==> src/rtl/clk_en_gen.sv <==
// Multi-channel phase-accumulator clock-enable generator with a PLL-style lock sequencer.
// Optional per-channel square-wave outputs are enabled by defining CLK_EN_GEN_TOGGLE_EN.
module clk_en_gen #(
  parameter int                CHANNELS    = 4,
  parameter int                ACC_W       = 32,
  parameter logic [ACC_W-1:0]  DEFAULT_INC = ACC_W'(32'h3333_3334),
  parameter int                LOCK_CYCLES = 16,
  localparam int               CH_W        = (CHANNELS > 1) ? $clog2(CHANNELS) : 1
) (
  input  logic                clk,
  input  logic                rst_n,
  input  logic                wr_en,
  input  logic [CH_W-1:0]     wr_ch,
  input  logic [ACC_W-1:0]    wr_inc,
  input  logic                sync,
  output logic [CHANNELS-1:0] ce,
  output logic                locked
`ifdef CLK_EN_GEN_TOGGLE_EN
  ,output logic [CHANNELS-1:0] clk_tgl
`endif
);

  // state       | meaning
  // ST_UNLOCKED | counting quiet cycles, strobes withheld
  // ST_LOCKED   | rates settled, strobes emitted
  typedef enum logic {ST_UNLOCKED, ST_LOCKED} state_t;

  state_t              state_q, state_d;
  logic [15:0]         qcnt_q, qcnt_d;
  logic                locked_q, locked_d;
  logic [CHANNELS-1:0] ce_q, ce_d;
  logic [ACC_W-1:0]    inc_q [CHANNELS];
  logic [ACC_W-1:0]    inc_d [CHANNELS];
  logic [ACC_W-1:0]    acc_q [CHANNELS];
  logic [ACC_W-1:0]    acc_d [CHANNELS];
  logic                wr_ok;
  logic                evt;
  logic                locked_nx;
  logic [ACC_W:0]      sum;

  // Writes to channels that do not exist are dropped before they can disturb lock.
  assign wr_ok = wr_en && (int'(wr_ch) < CHANNELS);
  assign evt   = wr_ok || sync;

  always_comb begin
    state_d = state_q;
    qcnt_d  = qcnt_q;
    if (evt) begin
      state_d = ST_UNLOCKED;
      qcnt_d  = '0;
    end else if (state_q == ST_UNLOCKED) begin
      if (qcnt_q == 16'(LOCK_CYCLES - 1)) state_d = ST_LOCKED;
      else                                qcnt_d  = qcnt_q + 16'd1;
    end
    locked_nx = (state_d == ST_LOCKED);
    locked_d  = locked_nx;
  end

  always_comb begin
    sum  = '0;
    ce_d = '0;
    for (int i = 0; i < CHANNELS; i++) begin
      sum      = {1'b0, acc_q[i]} + {1'b0, inc_q[i]};
      acc_d[i] = sum[ACC_W-1:0];
      inc_d[i] = inc_q[i];
      if (wr_ok && (wr_ch == CH_W'(i))) begin
        inc_d[i] = wr_inc;
        acc_d[i] = '0;
      end
      if (sync) acc_d[i] = '0;
      // Accumulators keep running while unlocked; only the strobe is gated.
      ce_d[i] = sum[ACC_W] && locked_nx && !sync;
    end
  end

  always_ff @(posedge clk) begin
    if (!rst_n) begin
      state_q  <= ST_UNLOCKED;
      qcnt_q   <= '0;
      locked_q <= 1'b0;
      ce_q     <= '0;
      for (int i = 0; i < CHANNELS; i++) begin
        inc_q[i] <= DEFAULT_INC;
        acc_q[i] <= '0;
      end
    end else begin
      state_q  <= state_d;
      qcnt_q   <= qcnt_d;
      locked_q <= locked_d;
      ce_q     <= ce_d;
      for (int i = 0; i < CHANNELS; i++) begin
        inc_q[i] <= inc_d[i];
        acc_q[i] <= acc_d[i];
      end
    end
  end

  assign ce     = ce_q;
  assign locked = locked_q;

`ifdef CLK_EN_GEN_TOGGLE_EN
  logic [CHANNELS-1:0] tgl_q, tgl_d;

  always_comb begin
    tgl_d = sync ? '0 : (tgl_q ^ ce_d);
  end

  always_ff @(posedge clk) begin
    if (!rst_n) tgl_q <= '0;
    else        tgl_q <= tgl_d;
  end

  assign clk_tgl = tgl_q;
`endif

endmodule

==> config.mk <==
export PLATFORM = sky130hd
export DESIGN_NAME = clk_en_gen
export DESIGN_NICKNAME = d
export VERILOG_FILES = /design/src/rtl/clk_en_gen.sv
export SDC_FILE = /design/constraint.sdc
export NUM_CORES = 1
export LEC_CHECK = 0
export CORE_ASPECT_RATIO = 1.25
export CORE_MARGIN = 10
export CORE_UTILIZATION = 48
export CTS_BUF_LIST = sky130_fd_sc_hd__clkbuf_4 sky130_fd_sc_hd__clkbuf_8
export DETAILED_ROUTE_END_ITERATION = 10
export MAX_ROUTING_LAYER = met4
export SLEW_MARGIN = 10
export SYNTH_ARGS = -nofsm -noshare
export SYNTH_HDL_FRONTEND = slang
export SYNTH_SLANG_ARGS = --single-unit
==> constraint.sdc <==
create_clock -name clk -period 3.8 [get_ports clk]
set_clock_uncertainty 0.15 [all_clocks]
set_input_delay 0.76 -clock clk [delete_from_list [all_inputs] [get_ports clk]]
set_output_delay 0.76 -clock clk [all_outputs]
set_load 0.05 [all_outputs]
==> run metrics <==
Async SR Flop Fraction=0; Pint=0.005086 W; Max Clk Rate=312.4 MHz; Worst Setup EP=acc_q[2][26]$_SDFF_PP0_; H-Tree Depth=2; max_cap viols=0; final setup violation count=0; RR Startpoint=inc_q[2][0]$_SDFFE_PN0P_; Synthesized Nets=1954; WP data arrival=3.52 ns; Cell Area, Synth=14690 sq um; hold buffers post-CTS=0; top_reg_cell synth=dfxtp_1; Yosys cell types=67; setup TNS=0 ns; reg2reg end=acc_q[2][26]$_SDFF_PP0_; clk_lat worst skew=0.58 ns; actual slew at the worst max-slew pin=0.8051 ns; Yosys warnings=0; DRT iter0 DRCs=762; Worst Setup Start Kind=flip-flop; Initial Util=0.4876; most frequent cells in the layout=nand2_1 (330), dfxtp_1 (277), nor2_1 (167), ha_1 (129), a21oi_1 (120); Pre-Repair DR Iteration Count=6; clock network power share=0.399; Top-Level Pins=43; share of layout cells above drive strength 1=0.06314; Syn Inst Count=1783; Total GRT Usage=0.2078; CTS Root Cell=clkbuf_8; Core ar.=30120 sq um; number of remaining DRC errors=0; Worst EP required=4.11 ns; Vias=12510; Final #Nets=1992; first-pass GRT wire length=62620 microns; number of synthesized flops with an enable pin=0; combinational share of power=0.160; port bufs=42; WL final=38770 microns; sequential share of the synthesized area=0.3776; final cycle utilization of the critical path=0.8425; RSZ-0062 raised after global routing=no; Crit. End Element=flip-flop; share of power burned in registers=0.441; CTS tree=done; minimum clock period=3.202 ns; gr ovfl total=0; R2R depth=11; number of setup buffers added after CTS=0; routed vias/inst=5.543; maximum vdd drop=295.7 uV; DR WL/cell=17.18 microns; TritonCTS Buffers=48; Net Sw Frac=0.2775; Die Y=215.6 microns; antenna violations before repair=2; die width=176.4 microns; area grow syn2layout=12.16%; Critical Path Source=inc_q[2][0]$_SDFFE_PN0P_; R2R Setup Slk=0.60 ns; worst slack, placed=0.6131 ns; switching power total=0.001953 W; largest net degree at the start of global routing=78; gpl congestion=0.8640; slack of the critical path=0.5985 ns; post-CTS sizing=0; Rows=71; #FFs+latches synth=277; outcome=finished clean; Slew Viols, Final=0; kind of critical path=flip-flop to flip-flop; CTS Sinks=277; DP Wirelength=26780 microns; Fillers=2926; most common cell after layout, fill and taps aside=nand2_1; Synth Area per Inst=8.236 sq um; Die ar.=38030 sq um; Pwr per Cell Area=427.4 nW/um^2; leakage power=7.213 nW; Worst Hold Class=flip-flop to flip-flop; clock buffer depth=3; crit-path max FO=4; Slew Limit Headroom=0.4632; Final Hold Fails=0; vias in the first global route=12270; CTS clk-pin slew, worst paths=0.06 ns; Routed Antenna Nets=0
-- how the worst min path moves through the flow --
stage                               from                        end  slack (ns)  cells past startpoint
6_report       inc_q[1][11]$_SDFFE_PN0P_  inc_q[1][11]$_SDFFE_PN0P_        0.32                      2
5_1_grt        inc_q[0][19]$_SDFFE_PN0P_  inc_q[0][19]$_SDFFE_PN0P_        0.34                      2
2_1_floorplan   inc_q[0][2]$_SDFFE_PN1P_   inc_q[0][2]$_SDFFE_PN1P_        0.29                      2
3_5_place_dp   inc_q[1][11]$_SDFFE_PN0P_  inc_q[1][11]$_SDFFE_PN0P_        0.31                      2
3_3_place_gp    inc_q[0][2]$_SDFFE_PN1P_   inc_q[0][2]$_SDFFE_PN1P_        0.31                      2
4_1_cts        inc_q[1][11]$_SDFFE_PN0P_  inc_q[1][11]$_SDFFE_PN0P_        0.32                      2
-- per-layer routing --
metal  share of wire  vias up  global-route usage  routed length, microns
met5               0        -                   -                       0
met4           0.030        0             0.07522                    1167
met3           0.051       66             0.03895                    1974
met2            0.47      259              0.3382                   18350
met1            0.45     5883              0.2519                   17270
li1                -     6298                   -                       -
-- Yosys cell counts, drive strengths merged (22+ instances only) --
library cell	number	area share
ha	129	0.11
o21ai	65	0.022
a21oi	121	0.041
and3	24	0.011
nand2	330	0.084
o21bai	23	0.012
nand3	91	0.031
dfxtp	277	0.38
inv	30	0.0077
nor3	22	0.0075
a21boi	74	0.038
xor2	55	0.033
a21o	66	0.034
nor2	168	0.043
xnor2	56	0.033
clkbuf	68	0.017
-- cells by family after synthesis --
logic type | after synthesis | share of synthesized area
simple gates | 717 | 0.2135
fa+ha+maj | 133 | 0.1154
compound gates | 443 | 0.2007
flops | 277 | 0.3776
mux | 1 | 0.0006816
buf+inv | 101 | 0.02599
xor+xnor | 111 | 0.06620
-- worst max-delay path, stage by stage (launching register included) --
cell and delay [ns]:
dfxtp_1 0.32, ha_1 0.23, fa_1 0.46, a21o_1 0.20
a221oi_2 0.34, a31oi_1 0.17, a31o_2 0.30, a21bo_2 0.23
and3_4 0.19, a311oi_2 0.27, xor2_1 0.17, nor2_1 0.05
-- through the flow --
step	instance area, sq um	cells	hold slack [ns]	util	total power, W
floorplan	14690	1783	0.2947	-	0.003984
global placement	15470	2172	0.3057	0.5137	0.004272
detailed placement	15470	2172	0.3139	0.5137	0.004289
CTS	16470	2254	0.3226	0.5468	0.007128
global route	16470	2256	0.3434	0.5469	0.007405
finish	16470	2256	0.3174	0.5469	0.007040
-- state kept, by name, indices dropped and copies added, names as in the netlist --
signal	flops
acc_q	128
inc_q	128
qcnt_q	16
ce	4
locked	1
-- cell type report --
type                       instances  area, sq um  share of cell area
multi-input combinational       1405         8766              0.5322
sequential                       277         5545              0.3367
clock buffer                      75        950.9             0.05773
timing repair buffer              59        545.5             0.03312
tap                              401        501.7             0.03046
inverter                          30        112.6            0.006837
clock inverter                     7        43.79            0.002659
antenna                            2        5.005           0.0003039
-- power by group through the flow --
stage / Clock (W) / Sequential, W / Combinational, W
2_1_floorplan: 0 / 0.00315 / 0.000835
3_3_place_gp: 0 / 0.00316 / 0.00111
3_5_place_dp: 0 / 0.00317 / 0.00112
4_1_cts: 0.00289 / 0.00311 / 0.00113
5_1_grt: 0.00302 / 0.00312 / 0.00127
6_report: 0.00281 / 0.00310 / 0.00113
(Power assumes the default switching activity.)
